**src/rtl/counter_arb_ctrl.sv**
```systemverilog
// Two-requester arbiter sequencing a shared counter through LOAD, RUN and DONE.
// Define CNT_ARB_ROUND_ROBIN_EN for round-robin ties; otherwise requester 0 wins.
module counter_arb_ctrl #(
  parameter int NUM_W = 4,
  parameter int LEN_W = 8
) (
  input  logic             clk,
  input  logic             reset,
  input  logic             i_req0,
  input  logic             i_req1,
  input  logic [NUM_W-1:0] i_num0,
  input  logic [NUM_W-1:0] i_num1,
  input  logic [LEN_W-1:0] i_len0,
  input  logic [LEN_W-1:0] i_len1,
  output logic             o_gnt0,
  output logic             o_gnt1,
  output logic             o_done0,
  output logic             o_done1,
  output logic             o_cnt_load,
  output logic             o_cnt_run,
  output logic [NUM_W-1:0] o_cnt_num,
  output logic             o_busy
);

  typedef enum logic [1:0] {
    IDLE,
    LOAD,
    RUN,
    DONE
  } state_t;

  state_t           state;
  state_t           state_nxt;
  logic             sel;
  logic             win1;
  logic             any_req;
  logic [NUM_W-1:0] num_q;
  logic [LEN_W-1:0] len_q;
  logic [LEN_W-1:0] cnt;

  assign any_req = i_req0 | i_req1;

`ifdef CNT_ARB_ROUND_ROBIN_EN
  // last holds the requester served most recently; the other one wins a tie
  logic last;

  assign win1 = i_req1 & (~i_req0 | ~last);

  always_ff @(posedge clk or posedge reset) begin
    if (reset) begin
      last <= 1'b1;
    end else if (state == LOAD) begin
      last <= sel;
    end
  end
`else
  assign win1 = i_req1 & ~i_req0;
`endif

  always_ff @(posedge clk or posedge reset) begin
    if (reset) begin
      state <= IDLE;
    end else begin
      state <= state_nxt;
    end
  end

  always_comb begin
    state_nxt = state;
    unique case (state)
      IDLE: begin
        if (any_req) begin
          state_nxt = LOAD;
        end
      end
      LOAD: begin
        state_nxt = (len_q != '0) ? RUN : DONE;
      end
      RUN: begin
        if (cnt == LEN_W'(1)) begin
          state_nxt = DONE;
        end
      end
      DONE: begin
        state_nxt = IDLE;
      end
      default: begin
        state_nxt = IDLE;
      end
    endcase
  end

  // cnt is loaded in LOAD so RUN lasts exactly len_q cycles, never wrapping
  always_ff @(posedge clk or posedge reset) begin
    if (reset) begin
      sel   <= 1'b0;
      num_q <= '0;
      len_q <= '0;
      cnt   <= '0;
    end else begin
      if (state == IDLE && any_req) begin
        sel   <= win1;
        num_q <= win1 ? i_num1 : i_num0;
        len_q <= win1 ? i_len1 : i_len0;
      end
      if (state == LOAD) begin
        cnt <= len_q;
      end else if (state == RUN) begin
        cnt <= cnt - 1'b1;
      end
    end
  end

  assign o_busy     = (state != IDLE);
  assign o_gnt0     = o_busy & ~sel;
  assign o_gnt1     = o_busy & sel;
  assign o_cnt_load = (state == LOAD);
  assign o_cnt_run  = (state == RUN);
  assign o_done0    = (state == DONE) & ~sel;
  assign o_done1    = (state == DONE) & sel;
  assign o_cnt_num  = num_q;

endmodule

```
**config.mk**
```make
export PLATFORM = sky130hd
export DESIGN_NAME = counter_arb_ctrl
export DESIGN_NICKNAME = d
export VERILOG_FILES = /design/src/rtl/counter_arb_ctrl.sv
export SDC_FILE = /design/constraint.sdc
export NUM_CORES = 1
export LEC_CHECK = 0
export ABC_CLOCK_PERIOD_IN_PS = 2300
export CAP_MARGIN = 20
export CORE_AREA = 2 2 64 66
export DETAILED_ROUTE_END_ITERATION = 6
export DIE_AREA = 0 0 66 68
export GPL_TIMING_DRIVEN = 0
export PLACE_DENSITY_LB_ADDON = 0.3
export SKIP_CTS_REPAIR_TIMING = 1
export SYNTH_ARGS = -nofsm -noshare
export SYNTH_HDL_FRONTEND = slang
export SYNTH_SLANG_ARGS = --single-unit
```
**constraint.sdc**
```tcl
create_clock -name clk -period 2.3 [get_ports clk]
set_input_delay 0.345 -clock clk [delete_from_list [all_inputs] [get_ports clk]]
set_output_delay 0.345 -clock clk [all_outputs]
set_load 0.03 [all_outputs]
```
---- Word level (Yosys, flattened, before mapping) ----
Cells that the tools add are included.
W data, S select, Z words.
word-level totals
  bits of input ports ..................... 28
  output and inout bits ................... 11
  logic and storage cells ................. 34
  flip-flop bits (word level) ............. 23
operators by class
  add/subtract/negate cells ............... 1
  reduce and logical (&&, ||, !) cells .... 6
  bitwise logic cells ..................... 8
  muxes and demuxes ....................... 8
  eq/ne operators ......................... 6
operator list
  cell                   count
  $mux W8                3
  $eq A8 B1 Y1 const B   1
  $pmux W2 S4            1
  $reduce_bool A8 Y1     1
  $sub A8 B1 Y8 const B  1
  $and A1 B1 Y1          5
  $eq A2 B2 Y1 const B   2
  $mux W2                2
  $mux W4                1
  $reduce_bool A2 Y1     2
  $eq A2 B1 Y1 const B   1
  $logic_not A2 Y1       1
  $ne A2 B1 Y1 const B   1
  $ne A2 B2 Y1 const B   1
  $not A1 Y1             2
  $reduce_and A2 Y1      1
  $logic_and A1 B1 Y1    1
  $mux W1                1
  $or A1 B1 Y1           1

---- Longest topological paths before layout ----
Gate-level depths: netlist of run 1.
  depth after elaboration ................. 3
  depth in mapped cells ................... 7
  mapped depth without buffers ............ 6

---- Worst setup path before layout of run 1 ----
No wires, ideal clock.
  path kind ............................... register -> register
  start point ............................. register state[1]
  end point ............................... register cnt[4]
  clock period less this slack ............ 1816 ps
  arrival ................................. 1695 ps
  path buffers ............................ 1
  setup slack ............................. 484 ps
  cell stages (with the launch flop) ...... 7
  setup time .............................. 121 ps
  path through ............................ dfrtp_1 > inv_1 > ha_1 > clkbuf_1 > inv_1 > a21bo_2 > a22o_2
between the ends
  longest elaborated chain between the ends .. 2
ends and longest elaborated chain
  element                                               RTL line  text
  start: declaration                                    32        state_t state;
  start signal: assignment                              64        state <= state_nxt;
  $eq A2 B1 Y1 (*)                                      n/a
  net o_cnt_load                                        19        output logic o_cnt_load,
  $mux W8 / $reduce_bool A2 Y1 (equally long branches)  n/a
  end signal: assignment                                107       cnt <= len_q;
  end signal: assignment                                109       cnt <= cnt - 1'b1;
  end: declaration                                      39        logic [LEN_W-1:0] cnt;
Mark *: on every way through the listed nets, which the timed path passes. The rest lies on a longest branch.
A chain may end at the register's enable or synchronous reset.

---- Worst setup path after layout of run 1 ----
  start point ............................. register state[0]
  end point ............................... output port o_gnt0
between the ends
  longest elaborated chain between the ends .. 2
ends and longest elaborated chain
  element             RTL line  text
  $reduce_bool A2 Y1  114       assign o_busy = (state != IDLE);
  $and A1 B1 Y1       115       assign o_gnt0 = o_busy & ~sel;
  end: declaration    15        output logic o_gnt0,
No other way between the ends.

==> results.txt, run 1 <==
- Run status: finished, final reports clean
* Initial core utilization: 33.65%
* Net count reported at finish: 217
* Vertical die dimension: 68 um
- Sort of element at the end of the critical path: output port
- The internal portion of the total power is 0.001313 W.
- Across all hold checks on the routed design, the worst slack comes to 488.2 ps.
- For this run the aggregate overflow at the end of global routing stands at 0.
* Maximum number of pins on one net before global-route repair: 24
- Prior to clock tree synthesis, the placed netlist has a worst setup slack of -9.696 ps.
* Post-Synthesis Net Count: 175
- The worst path needs 2169 ps of the cycle, external delays included.
- CTS built an H-tree with a depth of 1.
- Worst clock skew: 2.108 ps
- The routed layout has 1170 vias.
- Startpoint types: register
- Root Driver: sky130_fd_sc_hd__clkbuf_8
* Cells after synthesis: 140
- HP Class: register to register
- All-layer global routing usage: 14.48%
* Required time reported for the critical path endpoint: 1960 ps
- Power share of the combinational group: 56.0%
* Post-synth cell types: 31
* Final weighted congestion in routability-driven placement: 0.7162
- Worst rel slew slack: 42.14%
- For this run, the share of the core covered by cells in the final layout is 46.33%.
- For the pin with the worst max-slew slack, the measured transition is 867.0 ps.
- The count of nets left with antenna violations once routing finished came out at 0.
* Worst EP arrival: 1820 ps
- Number of enable flip-flop cells after synthesis: 0
- First DRT Iteration DRCs: 26
- The via count of the first global-routing pass came to 1115.
- Summed over all nets, the switching power comes to 0.001092 W.
- Core Rows: 23
* Non-filler cells in the finished layout: 231
- Total wire length after detailed routing: 3033 um
* Area growth from synthesis to layout: 37.70%
* Smallest setup slack after layout: 130.6 ps
* Top FF cell, synth: sky130_fd_sc_hd__dfrtp_1
- Clock buffer depth: 2
- After detailed routing, the average wire length per cell comes to 13.13 um.
- The tree built by TritonCTS fans out to 23 sinks.
* Fmax: 461.0 MHz
- The filler cells instantiated in the layout total 386.
- IR drop worst, VDD: 0.0006116 V
- Registers are responsible for 33.7% of the overall power.
* Post-Synthesis Mean Instance Area: 9.268 sq um
- The core region is 3856 sq um.
* Leakage power: 0.7501 nW
- Cell Area, Synth: 1297 sq um
* Total power consumption of the routed design: 0.002405 W
- Of all flip-flops after synthesis, the portion carrying an async set or reset was 100.0%.
- Pre-antenna DRT Iters: 4
- Number of buffers added by the clock tree synthesis step: 3
- Count of antenna diodes in the layout: 0
* DRC violations left: 0
- The critical path in this run is classified as register to output port.
- The later pin in the worst-skew pair is clocked with a latency of 260 ps.
- Seq/Total Area, Yosys: 44.36%
* Final period utilization: 94.32%
- Power Density: 1346 nW/um^2
- Setup violations remaining at the end of the flow were counted as 0.
- Synth warn: 0
- After clock tree synthesis, the clock-pin slew on the worst setup and hold paths is 80 ps.
- Max-capacitance violation count: 0
* Worst-path fanout max: 6
- Die footprint: 4488 sq um
- The first global-routing pass estimated 4905 um of wire.
- Port buffer count: 38
- Die W: 66 um
* Switching share of power: 45.41%
* Initial antenna violation count: 0
* Share of power burned in the clock network: 10.3%
- Sum of net half-perimeters after detailed placement: 2364 um
* Flop and latch count out of synthesis: 23
- Setup repair after global routing left no endpoint under its margin.
- The number of placed instances, taps included, is 228.
- Average vias per placed instance: 5.065
- Count of pins over their slew limit: 0
- 39 I/O pins were placed.
- Final Hold Viols: 0
* Ratio of cells with drive above 1 in the final layout: 4.420%
- CTS tree: yes
==> critical path: stages (launching register included) <==
cell and delay [ps]:
sky130_fd_sc_hd__dfrtp_1 390, sky130_fd_sc_hd__inv_1 120, sky130_fd_sc_hd__ha_1 280, sky130_fd_sc_hd__nor2_1 100, sky130_fd_sc_hd__clkdlybuf4s50_1 670
==> final timing paths <==
path                                    from      endpoint  slack [ps]  depth (start not counted)
worst max-delay path                state[0]        o_gnt0         130                          4
worst min register to register  o_cnt_num[0]  o_cnt_num[0]         490                          2
worst max register to register      state[0]      state[1]         400                          5
max in group asynchronous              reset        cnt[0]        1210                          2
worst min-delay path            o_cnt_num[0]  o_cnt_num[0]         490                          2
min in group asynchronous              reset  o_cnt_num[3]         560                          2
==> flip-flops by register name, indices dropped and copies added, names as in the netlist <==
name       count
cnt            8
len_q          8
o_cnt_num      4
sel            1
state          2
==> cell usage after synthesis, types with 2 or more instances <==
cell | count | area (sq um)
sky130_fd_sc_hd__a21oi_1 | 7 | 35.03
sky130_fd_sc_hd__a22o_1 | 5 | 43.79
sky130_fd_sc_hd__a22oi_1 | 12 | 90.09
sky130_fd_sc_hd__clkbuf_1 | 7 | 26.28
sky130_fd_sc_hd__dfrtp_1 | 23 | 575.6
sky130_fd_sc_hd__ha_1 | 7 | 87.58
sky130_fd_sc_hd__inv_1 | 8 | 30.03
sky130_fd_sc_hd__nand2_1 | 16 | 60.06
sky130_fd_sc_hd__nand3_1 | 2 | 10.01
sky130_fd_sc_hd__nor2_1 | 8 | 30.03
sky130_fd_sc_hd__nor2b_1 | 3 | 18.77
sky130_fd_sc_hd__nor3_1 | 3 | 15.01
sky130_fd_sc_hd__nor4_1 | 2 | 12.51
sky130_fd_sc_hd__o211ai_1 | 2 | 15.01
sky130_fd_sc_hd__o21ai_0 | 19 | 95.09
==> layer usage <==
| metal | track usage (%) | up-vias | share of wire (%) | wire, um |
|---|---|---|---|---|
| li1 | - | 591 | - | - |
| met1 | 16.55 | 536 | 43 | 1298 |
| met2 | 25.63 | 39 | 48 | 1468 |
| met3 | 3.947 | 4 | 7.1 | 216 |
| met4 | 6.122 | 0 | 1.7 | 51 |
| met5 | 0 | - | 0 | 0 |
==> power by group through the flow <==
| stage | clock (W) | sequential [W] | combinational [W] |
|---|---|---|---|
| finish | 0.000248 | 0.000811 | 0.00135 |
| global route | 0.000274 | 0.000845 | 0.00149 |
| CTS | 0.000258 | 0.000808 | 0.00137 |
| detailed placement | 0 | 0.000814 | 0.00136 |
| global placement | 0 | 0.000801 | 0.00133 |
| floorplan | 0 | 0.000828 | 0.000897 |
==> cells by family (layout without fill, tap and decap cells) <==
| group | Yosys count | count (layout) | synth area share, % |
|---|---|---|---|
| AO/OA/AOI/OAI | 52 | 52 | 27.39 |
| adder cells (fa/ha/maj) | 7 | 7 | 6.750 |
| buffers and inverters | 15 | 56 | 4.340 |
| flip-flops | 23 | 23 | 44.36 |
| multiplexers | 1 | 1 | 0.7715 |
| AND/OR/NAND/NOR | 42 | 42 | 16.39 |
==> final cells by class <==
class                   count  area (sq um)  area share, %
repair buffers             38         385.4          21.57
plain buffers               6         22.52          1.261
clock buffers               4         45.04          2.521
multi-input cells         102         665.6          37.25
flip-flops and latches     23         575.6          32.21
inverters                   8         30.03          1.681
well taps                  50         62.56          3.501
==> metrics by stage <==
step | cell area, sq um | setup TNS, ps
2_1_floorplan | 1297 | 0
3_3_place_gp | 1740 | 0
3_5_place_dp | 1740 | -9.696
4_1_cts | 1785 | -311.5
5_1_grt | 1787 | 0
6_report | 1787 | 0
==> cells in the final DEF (no fill, tap or decap) <==
cell	count
sky130_fd_sc_hd__a21bo_2	1
sky130_fd_sc_hd__a21boi_1	1
sky130_fd_sc_hd__a21oi_1	7
sky130_fd_sc_hd__a22o_1	5
sky130_fd_sc_hd__a22o_2	1
sky130_fd_sc_hd__a22oi_1	12
sky130_fd_sc_hd__a31o_1	1
sky130_fd_sc_hd__and2_1	1
sky130_fd_sc_hd__clkbuf_1	7
sky130_fd_sc_hd__clkbuf_8	3
sky130_fd_sc_hd__clkdlybuf4s50_1	36
sky130_fd_sc_hd__dfrtp_1	23
sky130_fd_sc_hd__dlymetal6s2s_1	2
sky130_fd_sc_hd__ha_1	7
sky130_fd_sc_hd__inv_1	8
sky130_fd_sc_hd__mux2i_1	1
sky130_fd_sc_hd__nand2_1	16
sky130_fd_sc_hd__nand2b_1	1
sky130_fd_sc_hd__nand3_1	2
sky130_fd_sc_hd__nand4_1	1
sky130_fd_sc_hd__nand4b_1	1
sky130_fd_sc_hd__nor2_1	8
sky130_fd_sc_hd__nor2b_1	3
sky130_fd_sc_hd__nor3_1	3
sky130_fd_sc_hd__nor4_1	2
sky130_fd_sc_hd__nor4_2	1
sky130_fd_sc_hd__o211ai_1	2
sky130_fd_sc_hd__o21ai_0	19
sky130_fd_sc_hd__o21ai_1	1
sky130_fd_sc_hd__o31ai_1	1
sky130_fd_sc_hd__o41ai_4	1
sky130_fd_sc_hd__or3_1	1
sky130_fd_sc_hd__or3b_1	1
sky130_fd_sc_hd__or4_4	1
No activity file was read; power rests on OpenSTA's default activity.
==> run 2: changes to the inputs <==
--- a/config.mk
+++ b/config.mk
@@ -8,6 +8,7 @@
 export ABC_CLOCK_PERIOD_IN_PS = 2300
 export CAP_MARGIN = 20
 export CORE_AREA = 2 2 64 66
+export CTS_CLUSTER_DIAMETER = 200
 export DETAILED_ROUTE_END_ITERATION = 6
 export DIE_AREA = 0 0 66 68
 export GPL_TIMING_DRIVEN = 0
==> results of run 2 <==
Same layout as run 1: the final DEF is identical, and so are final timing and power.
==> run 3: changes to the inputs <==
--- a/config.mk
+++ b/config.mk
@@ -5,7 +5,7 @@
 export SDC_FILE = /design/constraint.sdc
 export NUM_CORES = 1
 export LEC_CHECK = 0
-export ABC_CLOCK_PERIOD_IN_PS = 2300
+export ABC_CLOCK_PERIOD_IN_PS = 2600
 export CAP_MARGIN = 20
 export CORE_AREA = 2 2 64 66
 export CTS_CLUSTER_DIAMETER = 200
==> constraint.sdc (replaced) <==
create_clock -name clk -period 2.6 [get_ports clk]
set_input_delay 0.39 -clock clk [delete_from_list [all_inputs] [get_ports clk]]
set_output_delay 0.39 -clock clk [all_outputs]
set_load 0.03 [all_outputs]
==> run 3 against run 2 <==
Sequential power shrank 12%. Core utilization is essentially flat. Die area is the same. Via count grew 0.34%. Total power shrank 11%. Routed wire length is essentially flat. Critical path depth is the same. Design area is essentially flat. Clock power shrank 12%. Clock skew is essentially flat. Flip-flop and latch count is the same. Non-clock buffer count grew 1. Critical path type unchanged. Largest cell class unchanged. Largest power group unchanged.
==> results.txt, run 3 (synthesis gave the netlist of run 1 again) <==
- The logic depth of the worst setup path including buffers is 4 (unchanged).
- Sum of net half-perimeters after detailed placement: 2364 um (unchanged)
* Fmax: 443.1 MHz
* R2R cell count: 6 (+1)
* Critical path, cell by cell: inv_1, ha_1, nor2b_1, clkdlybuf4s50_1
- The highest cell delay on the worst timing path was 680 ps (about the same).
- Initial core utilization: 33.65% (unchanged)
- Clock sink total: 23 (unchanged)
* Area growth from synthesis to layout: 37.80% (about the same)
- Final period utilization: 86.80%
- The clock edge transition at the registers on the reported setup and hold paths is 80 ps (about the same).
- The critical path buffer and inverter count is 2 (unchanged).
- Detail-routed net length per standard cell: 13.07 um (-0.46%)
* Run status: finished, final reports clean
- Worst rel slew slack: 42.15% (about the same)
* Setup repair after global routing missed its margin: no
* Post-route worst hold slack: 489.0 ps (+0.8450 ps)
- Number of routed nets with antenna violations: 0 (unchanged)
* Clock period minus final worst setup slack: 2257 ps
- Highest-count cells in the layout ignoring fill and taps: sky130_fd_sc_hd__clkdlybuf4s50_1 (37), sky130_fd_sc_hd__dfrtp_1 (23), sky130_fd_sc_hd__o21ai_0 (19)
- Worst Max-Slew Pin Slew: 866.8 ps (-0.2030 ps)
- Average vias per placed instance: 5.060 (about the same)
* Most frequent standard cell in the layout excluding fill and tap cells: sky130_fd_sc_hd__clkdlybuf4s50_1
- Number of cells traversed by the worst hold path: 2 (unchanged)
- The number of max-cap violations came to 0 (unchanged).
- Net count reported at finish: 218 (+0.46%)
- Vertical die dimension: 68 um (unchanged)
- Die W: 66 um (unchanged)
- CTS H-Tree Depth: 1 (unchanged)
- The core box area came to 3856 sq um (unchanged).
- Uppermost signal routing layer after detailed routing: met4
* Worst setup path class: register to output port
- Die footprint: 4488 sq um (unchanged)
* First-pass GRT wire length: 4905 um (unchanged)
- CTS tree: yes
- Number of buffers added by the clock tree synthesis step: 3 (unchanged)
- Met2 wirelength from detailed routing: 1465 um (-0.20%)
- Worst clock skew: 2.314 ps (+0.2055 ps)
- Aggregate global routing overflow: 0 (unchanged)
- Final Hold Viols: 0 (unchanged)
- DRC violations left: 0 (unchanged)
- The post-layout utilization of the core came to 46.37% (about the same).
* Worst-path fanout max: 6 (unchanged)
- Core Rows: 23 (unchanged)
- Port buffer count: 38 (unchanged)
- The peak ir drop on the vdd network was 0.0004828 V (-21%).
- The met1 wire length is 1299 um (about the same).
* Pre-antenna DRT Iters: 4 (unchanged)
* Count of pins over their slew limit: 0 (unchanged)
- Leakage power: 0.7389 nW (-1.5%)
* Via count: 1174 (+0.34%)
- HP Class: register to register
- Total power consumption of the routed design: 0.002134 W (-11%)
* Total wire length after detailed routing: 3032 um (about the same)
- The final setup TNS is 0 ps (unchanged).
- Required time reported for the critical path endpoint: 2210 ps (+250 ps)
- The root buffer cell chosen for the clock tree is sky130_fd_sc_hd__clkbuf_8.
- The power density over cell area was 1193 nW/um^2 (-11%).
- Worst EP arrival: 1870 ps (+50 ps)
- Maximum number of pins on one net before global-route repair: 24 (unchanged)
- Sort of element at the end of the critical path: output port
* Vias in the first global route: 1115 (unchanged)
- Count of antenna diodes in the layout: 0 (unchanged)
- The slowest stage of the critical path belongs to the cell sky130_fd_sc_hd__clkdlybuf4s50_1.
- Number of placed I/O pins: 39 (unchanged)
* First DRT Iteration DRCs: 27 (+3.8%)
* Final weighted congestion in routability-driven placement: 0.7162 (unchanged)
- The clock insertion delay at the later pin of the skew report came to 260 ps (about the same).
- All-layer global routing usage: 14.48% (unchanged)
- The initial antenna violation count was 0 (unchanged).
- Clock buffer depth: 2 (unchanged)
* Fill cell total of the finished layout: 385 (-0.26%)
* Met3 WL post-DR: 216 um (unchanged)
- Setup Viol. Count Final: 0 (unchanged)
- Startpoint types: register
* Ratio of cells with drive above 1 in the final layout: 4.396% (-0.024 points)
- Cell family with the largest share of critical-path delay: buffers and inverters
[run 3: where the power goes]
part / internal [W] / switching, W
Sequential: 0.000538 / 0.000179
Clock: 0.000109 / 0.000110
Combinational: 0.000519 / 0.000679
Total: 0.00117 / 0.000968
[run 3: metal layers]
layer | track usage [%] | vias up
met4 | 6.122 | 0
met5 | 0 | -
li1 | - | 594
met1 | 16.55 | 537
met3 | 3.947 | 4
met2 | 25.63 | 39
[run 3: worst register-to-register path, cell delays in order, from the launching register on]
cell	delay [ps]
sky130_fd_sc_hd__dfrtp_1	430
sky130_fd_sc_hd__inv_1	130
sky130_fd_sc_hd__ha_1	210
sky130_fd_sc_hd__clkbuf_1	340
sky130_fd_sc_hd__inv_1	150
sky130_fd_sc_hd__a21bo_2	220
sky130_fd_sc_hd__a22o_2	240
[run 3: layout make-up]
type	instances	area [sq um]	share of cell area [%]
sequential	23	575.6	32.19
tap	50	62.56	3.499
inverter	8	30.03	1.680
buffer	7	26.28	1.470
timing repair buffer	38	382.9	21.41
clock buffer	4	45.04	2.519
multi-input combinational	102	665.6	37.23
[run 3: final timing paths]
path | from | endpoint | slack [ps]
max in group asynchronous | reset | cnt[0] | 1460
setup / recovery | state[0] | o_gnt1 | 340
setup reg to reg | state[1] | cnt[4] | 770
hold / removal | o_cnt_num[0] | o_cnt_num[0] | 490
min in group asynchronous | reset | o_cnt_num[3] | 600
hold reg to reg | o_cnt_num[0] | o_cnt_num[0] | 490
[run 3: metrics by stage]
step	setup WS (ps)	std cells	area (sq um)
global placement	288.7	228	1740
floorplan	784.1	140	1297
CTS	-56.49	232	1785
detailed placement	245.3	228	1740
finish	343.2	232	1788
global route	204.7	232	1788
